**config.mk**
```make
export PLATFORM = sky130hd
export DESIGN_NAME = flag_branch_unit
export DESIGN_NICKNAME = d
export VERILOG_FILES = /design/src/rtl/wisc_pkg.sv /design/src/rtl/branch_cond_eval.sv /design/src/rtl/flag_branch_unit.sv
export SDC_FILE = /design/constraint.sdc
export NUM_CORES = 1
export LEC_CHECK = 0
export ABC_CLOCK_PERIOD_IN_PS = 2300
export BUFFER_PORTS_ARGS = -buffer_cell sky130_fd_sc_hd__buf_4
export CORE_MARGIN = 10
export CORE_UTILIZATION = 35
export DETAILED_ROUTE_END_ITERATION = 10
export GPL_ROUTABILITY_DRIVEN = 0
export PLACE_DENSITY = 0.76
export RECOVER_POWER = 25
export SKIP_CTS_REPAIR_TIMING = 1
export SLEW_MARGIN = 0
export SYNTH_ARGS = -nofsm -noshare
export SYNTH_HDL_FRONTEND = slang
export SYNTH_HIERARCHICAL = 1
export SYNTH_SLANG_ARGS = --single-unit
```
**constraint.sdc**
```tcl
create_clock -name clk -period 2.3 [get_ports clk]
set_input_delay 0.345 -clock clk [delete_from_list [all_inputs] [get_ports clk]]
set_output_delay 0.345 -clock clk [all_outputs]
set_load 0.01 [all_outputs]
```
**src/rtl/wisc_pkg.sv**
```systemverilog
// wisc_pkg: ALU opcodes, branch condition codes and FSM states shared by the flag/branch logic
package wisc_pkg;
    localparam logic [2:0] OP_ADD    = 3'b000;
    localparam logic [2:0] OP_SUB    = 3'b001;
    localparam logic [2:0] OP_XOR    = 3'b010;
    localparam logic [2:0] OP_RED    = 3'b011;
    localparam logic [2:0] OP_SLL    = 3'b100;
    localparam logic [2:0] OP_SRA    = 3'b101;
    localparam logic [2:0] OP_ROR    = 3'b110;
    localparam logic [2:0] OP_PADDSB = 3'b111;

    typedef enum logic [2:0] {
        CC_NE, CC_EQ, CC_GT, CC_LT, CC_GTE, CC_LTE, CC_OV, CC_UNCOND
    } ccc_t;

    typedef enum logic {IDLE, HOLD} fbu_state_t;

    function automatic logic writes_nv(input logic [2:0] opcode);
        return opcode == OP_ADD || opcode == OP_SUB;
    endfunction
endpackage

```
**src/rtl/branch_cond_eval.sv**
```systemverilog
// branch_cond_eval: combinational condition-code check of {N,V,Z} flags
module branch_cond_eval
    import wisc_pkg::*;
(
    input  logic [2:0] ccc,
    input  logic [2:0] nvz,
    output logic       taken
);
    logic n, v, z;
    assign {n, v, z} = nvz;

    always_comb begin
        taken = 1'b1;
        case (ccc_t'(ccc))
            CC_NE:   taken = !z;
            CC_EQ:   taken = z;
            CC_GT:   taken = !z && !n;
            CC_LT:   taken = n;
            CC_GTE:  taken = z || !n;
            CC_LTE:  taken = n || z;
            CC_OV:   taken = v;
            default: taken = 1'b1;
        endcase
    end
endmodule

```
**src/rtl/flag_branch_unit.sv**
```systemverilog
// flag_branch_unit: N/V/Z flag register plus branch resolution with a flag-hazard stall FSM.
// FLAG_BYPASS_EN: evaluate a colliding branch on merged ALU flags instead of stalling.
module flag_branch_unit
    import wisc_pkg::*;
#(
    parameter int PC_W = 16
) (
    input  logic            clk,
    input  logic            rst_n,
    input  logic            alu_valid,
    input  logic [2:0]      alu_opcode,
    input  logic [2:0]      alu_nvz,
    input  logic            br_valid,
    input  logic [2:0]      br_ccc,
    input  logic [PC_W-1:0] br_target,
    input  logic [PC_W-1:0] br_pc_plus2,
    input  logic            flush,
    output logic            br_ready,
    output logic            stall,
    output logic            br_done,
    output logic            br_taken,
    output logic [PC_W-1:0] br_next_pc,
    output logic [2:0]      nvz_q
);
    fbu_state_t state, state_nx;
    logic       collide, taken;
    logic [2:0] nvz_merged, nvz_eval;

    // Non-arithmetic ops only own Z; N and V carry over from the register
    assign nvz_merged = writes_nv(alu_opcode) ? alu_nvz : {nvz_q[2:1], alu_nvz[0]};

`ifdef FLAG_BYPASS_EN
    assign collide  = 1'b0;
    assign nvz_eval = (state == IDLE && alu_valid) ? nvz_merged : nvz_q;
`else
    assign collide  = alu_valid;
    assign nvz_eval = nvz_q;
`endif

    always_comb begin
        stall    = state == IDLE && br_valid && !flush && collide;
        br_ready = !flush && (state == HOLD || (br_valid && !collide));
        state_nx = stall ? HOLD : IDLE;
    end

    branch_cond_eval u_eval (
        .ccc   (br_ccc),
        .nvz   (nvz_eval),
        .taken (taken)
    );

    always_ff @(posedge clk) begin
        if (!rst_n) begin
            state      <= IDLE;
            nvz_q      <= 3'b000;
            br_done    <= 1'b0;
            br_taken   <= 1'b0;
            br_next_pc <= '0;
        end else begin
            state   <= state_nx;
            br_done <= br_ready;
            if (alu_valid)
                nvz_q <= nvz_merged;
            if (br_ready) begin
                br_taken   <= taken;
                br_next_pc <= taken ? br_target : br_pc_plus2;
            end
        end
    end
endmodule
```
==> flow_summary.ini, run 1 <==
[outcome]
outcome = complete, no violations

[synth]
synth_area_mm2 = 0.00124
yosys.area.top_type_share_pct = 35.5
yosys.cell_types.count = 30
synth-seq-cells = 22
ys_dominant_reg_cell = sky130_fd_sc_hd__dfxtp_1
synth.cells.most_frequent = 22 x sky130_fd_sc_hd__dfxtp_1, 20 x sky130_fd_sc_hd__mux2i_1, 10 x sky130_fd_sc_hd__a31o_1
synthCells = 108
synth_edf_count = 0
yosysSeqAreaShare_pct = 35.5
syn_nets = 154
postSynthAreaPerCell_um2 = 11.5
synth_most_common_cell = sky130_fd_sc_hd__dfxtp_1
top_cells_by_area_in_the_synthesized_netlist = sky130_fd_sc_hd__dfxtp_1 36%, sky130_fd_sc_hd__mux2i_1 16%, sky130_fd_sc_hd__a2111oi_2 8.5%
synth-warning-count = 6
synth_async_sr_flop_share_pct = 0
post-synth-top-area-cell = sky130_fd_sc_hd__dfxtp_1

[grt]
globalRouteOverflowTotal = 0
global_route_wire_length_before_repair_um = 5750
antenna_found_initial = 0
grt_max_degree = 21
grt_usage_pct = 11.0
number_of_global_route_vias_before_repair = 1212

[timing]
fin_setup_tns_ps = 0
hold_viol = 0
fin_skew_ps = 10.2
period_share_pct = 90.2
rsz_0062_raised_after_global_routing = no
period_minus_slack_ps = 2080
fmax_mhz = 482
relSlewSlack_pct = 41.2
setup_violations = 0
slew_viol_final = 0
tightestPinTransition_ps = 882

[drt]
first_pass_iters = 4
drc = 0
drtAntennaViolNets = 0
avgViaCountPerCell = 5.25
route.final.wire_length_um = 3650
drtIter0Drc = 37
via_count = 1128
wl_per_cell_um = 17.0

[worst_setup_path]
setup.worst_path.start_class = register
required_ps = 2560
crit_path_max_fanout = 17
endpoint_kind = register
timing.critical_path.cells = or3b_1, a311oi_2, a21oi_2, buf_12, mux2i_1, a2111oi_0, a31o_2
critical-path-max-stage-delay_ps = 440
criticalPathCategory = register to register
reg2regPathDepth = 7
cpMaxStageDelayCell = sky130_fd_sc_hd__a2111oi_0
critPathArrivalTime_ps = 2340

[floorplan]
die_x_um = 79.5
initial_utilization_pct = 36.6
die_area_mm2 = 0.00632
die_h_um = 79.5
std_cell_rows = 21
floorplan.core_area_mm2 = 0.00339
num_io_pins = 69

[cts]
clock_sink_count = 22
cts_tree = yes
cts-root-to-sink-buffers = 2
htree_num_levels = 1
clkLatencyLatePin_ps = 310
tritoncts_buffers = 3
cts_root_buf = sky130_fd_sc_hd__clkbuf_4
cts.clk_slew.worst_paths_ps = 130

[worst_hold_path]
worstHoldPathType = input port to register
worstHoldPathCells = 3

[layout]
final_layout_size_suffix_gt1_share_pct = 49.1
utilization_after_layout_pct = 51.0
antenna_cells = 0
final_nets = 216
area_delta_synth_final_pct = 39.4

[power]
power_density_mw_per_mm2 = 533
power.ir.vdd_worst_mv = 0.269
power_leakage_uw = 0.000757

[placement]
place_hpwl_um = 2880
buffer_ports.inserted = 67

[flow_run]
number_of_max_cap_violations = 0
==> per-stage QoR <==
stage,hold slack (ps),area (um^2),total power [uW],setup WS (ps),instances
after floorplan,479,1240,549,305,108
after global placement,447,1710,638,228,211
after detailed placement,458,1710,645,131,211
after CTS,261,1760,941,206,215
after global routing,274,1730,968,27.3,215
final,273,1730,920,225,215
==> state kept, by name, summed over array words and instances, names as in the netlist <==
| name | flops |
|---|---|
| br_done | 1 |
| br_next_pc | 16 |
| br_taken | 1 |
| nvz_q | 3 |
| state | 1 |
==> worst paths after layout <==
| check | slack [ps] | to | from |
|---|---|---|---|
| worst max-delay path | 220 | br_next_pc[1] | nvz_q[2] |
| worst min-delay path | 270 | nvz_q[0] | alu_nvz[0] |
| worst min register to register | 470 | br_taken | br_taken |
| worst max register to register | 220 | br_next_pc[1] | nvz_q[2] |
==> placed cells by master, fill, tap and decap left out, types with 3 or more instances in the layout <==
master and instances:
sky130_fd_sc_hd__a31o_2 6, sky130_fd_sc_hd__nor2_1 4, sky130_fd_sc_hd__clkbuf_1 8, sky130_fd_sc_hd__inv_1 3
sky130_fd_sc_hd__clkbuf_4 3, sky130_fd_sc_hd__a31o_1 10, sky130_fd_sc_hd__buf_4 60, sky130_fd_sc_hd__mux2i_1 20
sky130_fd_sc_hd__a2111oi_2 7, sky130_fd_sc_hd__a2111oi_0 7, sky130_fd_sc_hd__dfxtp_1 22
==> worst max-delay path, delay by kind of cell, from the launching register on <==
| family | cells | cell delay [ps] |
|---|---|---|
| DFF | 1 | 420 |
| muxes | 1 | 120 |
| AOI/OAI and AO/OA | 4 | 950 |
| buffers and inverters | 1 | 170 |
| and+or+nand+nor | 1 | 390 |
==> report_power, final <==
part / total, uW / internal [uW] / switching [uW] / leakage [uW]
Combinational: 218 / 119 / 98.9 / 0.000549
Sequential: 409 / 399 / 10.6 / 0.000179
Clock: 293 / 176 / 117 / 0.0000279
Total: 920 / 694 / 226 / 0.000757
==> kinds of logic after synthesis <==
| logic type | synth area share (%) |
|---|---|
| AND/OR/NAND/NOR | 6.76 |
| flip-flops | 35.5 |
| AO/OA/AOI/OAI | 29.6 |
| multiplexers | 17.1 |
| buffers and inverters | 11.1 |
==> routing by layer <==
layer  vias up  routed length [um]  global-route usage [%]
li1        557                   -                       -
met1       524                1550                    12.4
met2        45                1700                    18.4
met3         2                 369                    4.17
met4         0                  30                    3.76
met5         -                   0                       0
==> area by class of cell <==
class / count / area [um^2]
fillers: 315 / 1660
multi-input cells: 71 / 666
clock inverters: 1 / 30.0
inverters: 3 / 11.3
flip-flops and latches: 22 / 440
clock buffers: 3 / 22.5
well taps: 46 / 57.6
repair buffers: 69 / 500
Power figures use the tool's default switching activity.
==> run 2, diff against run 1 <==
CORE_ASPECT_RATIO = 1.25   (was unset)
==> run 2 against run 1 <==
Against the previous run:
- count of clock-buffer cells in the layout unchanged
- sequential power hardly changed
- die area rose by 0.23%
- cell area is 0.72% higher
- via count rose by 0.18%
==> flow_summary.ini, run 2 (synthesis results as in run 1) <==
[timing]
period_share_pct = 92.3
fin_setup_tns_ps = 0
setup_violations = 0
hold_viol = 0
fmax_mhz = 471
rsz_0062_raised_after_global_routing = no
tightestPinTransition_ps = 872
relSlewSlack_pct = 41.9
fin_skew_ps = 3.00
period_minus_slack_ps = 2120
slew_viol_final = 0

[worst_hold_path]
worstHoldPathType = input port to register
hold_path_startpoint = alu_nvz[2]

[worst_setup_path]
critPathArrivalTime_ps = 2330
criticalPathCategory = register to register
setup.worst_path.start_class = register
required_ps = 2510
critical_r2r_launch = nvz_q[2]
endpoint_kind = register
crit_path_max_fanout = 6
worstSetupStartpoint = nvz_q[2]

[power]
power_density_mw_per_mm2 = 565
power_leakage_uw = 0.000769
power.ir.vdd_worst_mv = 0.406

[placement]
buffer_ports.inserted = 67
place_hpwl_um = 3220

[drt]
first_pass_iters = 3
drtIter0Drc = 24
avgViaCountPerCell = 5.38
via_count = 1130
route.final.wire_length_um = 3880
drtAntennaViolNets = 0
wl_per_cell_um = 18.5
drc = 0

[grt]
grt_max_degree = 21
global_route_wire_length_before_repair_um = 6150
busiest_layer = met2
grt_use_met3_pct = 3.89
antenna_found_initial = 0
grt.met1_usage_pct = 11.6
gr-usage-met2_pct = 22.3
globalRouteOverflowTotal = 0
number_of_global_route_vias_before_repair = 1254
grt_usage_pct = 12.2

[layout]
multi_input_gate_area_in_the_final_layout_um2 = 666
layout_commonest_cell = sky130_fd_sc_hd__buf_4
max_flop_register = br_next_pc
final_layout_size_suffix_gt1_share_pct = 49.7
antenna_cells = 0
fillcell_total = 323
area_taken_by_flip_flops_and_latches_um2 = 440
flip_flop_count_of_the_largest_register_all_copies_and_words_added = 16
area_delta_synth_final_pct = 40.4
utilization_after_layout_pct = 50.4
largestRegisters = br_next_pc x16, nvz_q x3
layout.cells.most_common_list = 63 x sky130_fd_sc_hd__buf_4, 22 x sky130_fd_sc_hd__dfxtp_1, 20 x sky130_fd_sc_hd__mux2i_1, 10 x sky130_fd_sc_hd__a31o_1, 8 x sky130_fd_sc_hd__clkbuf_1
final_nets = 218

[cts]
tritoncts_buffers = 3
htree_num_levels = 1
clkLatencyLatePin_ps = 260
cts_tree = yes
cts-root-to-sink-buffers = 2
clock_sink_count = 22
cts.clk_slew.worst_paths_ps = 80
cts_root_buf = sky130_fd_sc_hd__clkbuf_8

[floorplan]
floorplan.core_area_mm2 = 0.00345
die_area_mm2 = 0.00634
die_x_um = 73.2
die_h_um = 86.5
std_cell_rows = 24
initial_utilization_pct = 35.9
num_io_pins = 69

[outcome]
outcome = complete, no violations

[flow_run]
number_of_max_cap_violations = 0
## run 2: final cells by class
type / count / area share [%]
Clock inverter: 1 / 1.73
Inverter: 3 / 0.647
Multi-Input combinational cell: 71 / 38.2
Sequential cell: 22 / 25.3
Clock buffer: 3 / 2.37
Timing Repair Buffer: 71 / 28.9
Tap cell: 39 / 2.80
## run 2: worst max-delay path, cell delays in order, from the launching register on
cell and delay (ps):
sky130_fd_sc_hd__dfxtp_1 420, sky130_fd_sc_hd__or3b_1 380, sky130_fd_sc_hd__a311oi_2 260, sky130_fd_sc_hd__a21oi_2 70
sky130_fd_sc_hd__buf_4 180, sky130_fd_sc_hd__mux2i_1 130, sky130_fd_sc_hd__a2111oi_0 460, sky130_fd_sc_hd__a31o_2 170
## run 2: metrics by stage
stage / hold WS (ps) / worst slack (ps) / total power, uW / std cells / instance area (um^2)
after floorplan: 479 / 305 / 549 / 108 / 1240
after global placement: 445 / 121 / 636 / 206 / 1700
after detailed placement: 462 / 103 / 645 / 206 / 1700
after CTS: 313 / 154 / 999 / 210 / 1770
after global routing: 318 / 13.4 / 1040 / 210 / 1740
final: 316 / 177 / 984 / 210 / 1740
## run 2: worst paths after layout
kind	to	cells after the start	slack [ps]
hold reg to reg	br_taken	2	470
setup / recovery	br_next_pc[1]	7	180
setup reg to reg	br_next_pc[1]	7	180
hold / removal	nvz_q[2]	3	320
## run 2: metal layers
layer	vias to the layer above	part of all wire, %
li1	556	-
met1	531	34
met2	33	56
met3	10	6.6
met4	0	3.1
met5	-	0
## run 2: power breakdown
group | internal, uW | total (uW) | switching, uW
clock network | 232 | 355 | 123
registers | 398 | 409 | 11.0
logic | 118 | 219 | 101
==> run 3, diff against run 2 <==
ABC_AREA = 1   (was unset)
==> run 3 against run 2 <==
Against the previous run:
- die area is 0.31% higher
- critical path depth decreased by 2
- sequential cell count did not move
- non-clock buffer count decreased by 3
- sequential power is 1% higher
- critical endpoint is now br_ready
- sequential share of layout area fell by 0.22 points
==> flow_summary.ini, run 3 <==
[layout]
layout_commonest_cell = sky130_fd_sc_hd__nand2_1
layout.cells.most_common_list = 92 x sky130_fd_sc_hd__nand2_1, 60 x sky130_fd_sc_hd__buf_4, 47 x sky130_fd_sc_hd__nor2_1, 29 x sky130_fd_sc_hd__inv_1, 22 x sky130_fd_sc_hd__dfxtp_1
antenna_cells = 0
largestRegisters = br_next_pc x16, nvz_q x3
final_layout_size_suffix_gt1_share_pct = 25.1
utilization_after_layout_pct = 50.8
max_flop_register = br_next_pc
finish.cell_count_without_fillers = 314
area_delta_synth_final_pct = 41.0
fillcell_total = 361
final_nets = 322
flip_flop_count_of_the_largest_register_all_copies_and_words_added = 16

[grt]
globalRouteOverflowTotal = 0
number_of_global_route_vias_before_repair = 1210
global_route_wire_length_before_repair_um = 5240
antenna_found_initial = 0
grt_max_degree = 35
grt_usage_pct = 9.81

[synth]
post-synth-top-area-cell = sky130_fd_sc_hd__dfxtp_1
top_cells_by_area_in_the_synthesized_netlist = sky130_fd_sc_hd__dfxtp_1 35%, sky130_fd_sc_hd__nand2_1 27%, sky130_fd_sc_hd__nor2_1 14%
syn_nets = 257
synth_area_mm2 = 0.00124
synth_most_common_cell = sky130_fd_sc_hd__nand2_1
synth-seq-cells = 22
synth.cells.most_frequent = 91 x sky130_fd_sc_hd__nand2_1, 47 x sky130_fd_sc_hd__nor2_1, 29 x sky130_fd_sc_hd__inv_1
synth-warning-count = 6
yosys.area.top_type_share_pct = 35.4
synth_edf_count = 0
synthCells = 211
synth_async_sr_flop_share_pct = 0
ys_dominant_reg_cell = sky130_fd_sc_hd__dfxtp_1
yosys.cell_types.count = 15
yosysSeqAreaShare_pct = 35.4
postSynthAreaPerCell_um2 = 5.90

[power]
p_clk_share_pct = 35.3
switching_share_pct = 25.9
power.share.combinational_pct = 23.7
power_density_mw_per_mm2 = 576
intPower_uw = 750
p_sw_uw = 262
power.ir.vdd_worst_mv = 0.335
power_leakage_uw = 0.00105
seq_power_share_pct = 41.0

[timing]
relSlewSlack_pct = 75.4
fmax_mhz = 593
setup_violations = 0
period_share_pct = 73.3
tightestPinTransition_ps = 369
hold_viol = 0
period_minus_slack_ps = 1690
rsz_0062_raised_after_global_routing = no
fin_setup_tns_ps = 0
fin_skew_ps = 4.60
worst_hold_margin_ps = 262
slew_viol_final = 0

[cts]
clock_sink_count = 22
cts_root_buf = sky130_fd_sc_hd__clkbuf_8
htree_num_levels = 1
clkLatencyLatePin_ps = 260
cts.clk_slew.worst_paths_ps = 80
cts_tree = yes
cts-root-to-sink-buffers = 2
tritoncts_buffers = 3

[worst_setup_path]
endpoint_kind = primary output
criticalPathCategory = register to primary output
reg2regPathDepth = 10
critPathArrivalTime_ps = 1340
setup.worst_path.start_class = register
required_ps = 1960
crit_path_max_fanout = 34

[floorplan]
floorplan.core_area_mm2 = 0.00345
die_x_um = 73.3
die_h_um = 86.7
num_io_pins = 69
die_area_mm2 = 0.00636
initial_utilization_pct = 36.1
std_cell_rows = 24

[drt]
drtAntennaViolNets = 0
wl_per_cell_um = 10.8
route.final.wire_length_um = 3390
avgViaCountPerCell = 4.22
drtIter0Drc = 35
via_count = 1326
drc = 0
first_pass_iters = 4

[placement]
post-place-cells = 310
place_hpwl_um = 2590
buffer_ports.inserted = 67

[worst_hold_path]
worstHoldPathType = input port to register
worstHoldPathCells = 2

[flow_run]
number_of_max_cap_violations = 0

[outcome]
outcome = complete, no violations
run 3: power groups by stage:
stage / clock, uW / combinational [uW] / sequential, uW
finish: 357 / 239 / 415
global route: 381 / 272 / 418
CTS: 370 / 250 / 415
detailed placement: 0 / 248 / 424
global placement: 0 / 246 / 423
floorplan: 0 / 135 / 434
run 3: path summary, 6_finish.rpt:
check                               from             to  slack [ps]
worst max-delay path               state       br_ready         610
worst min-delay path               flush          state         260
worst max register to register  nvz_q[2]  br_next_pc[7]         940
worst min register to register  br_taken       br_taken         500
run 3: cell type report:
cell class | instances | area [um^2] | area share [%]
sequential | 22 | 440 | 25.1
timing repair buffer | 68 | 484 | 27.6
inverter | 30 | 113 | 6.41
clock inverter | 1 | 30.0 | 1.71
tap | 39 | 48.8 | 2.78
multi-input combinational | 151 | 598 | 34.1
clock buffer | 3 | 41.3 | 2.35
run 3: cell families after synthesis:
group,after synthesis,synth area share (%)
and+or+nand+nor,146,46.2
buffers and inverters,38,16.4
DFF,22,35.4
AOI/OAI and AO/OA,5,2.01
run 3: stage by stage:
stage	setup slack, ps	area [um^2]	power, uW
floorplan	941	1240	569
global placement	788	1710	670
detailed placement	793	1710	673
CTS	619	1780	1030
global route	483	1760	1070
finish	613	1760	1010
run 3: worst max-delay path, stage by stage, from the launching register on:
cell,delay [ps]
sky130_fd_sc_hd__dfxtp_1,310
sky130_fd_sc_hd__inv_1,60
sky130_fd_sc_hd__nand2_1,140
sky130_fd_sc_hd__nand3_4,320
sky130_fd_sc_hd__inv_1,130
sky130_fd_sc_hd__buf_4,130
run 3: per-layer routing:
| layer | wire length [um] | share of wire [%] | track usage [%] | up-vias |
|---|---|---|---|---|
| li1 | - | - | - | 737 |
| met2 | 1470 | 44 | 16.2 | 50 |
| met4 | 12 | 0.35 | 2.55 | 0 |
| met1 | 1460 | 43 | 10.2 | 537 |
| met3 | 438 | 13 | 6.06 | 2 |
| met5 | 0 | 0 | 0 | - |
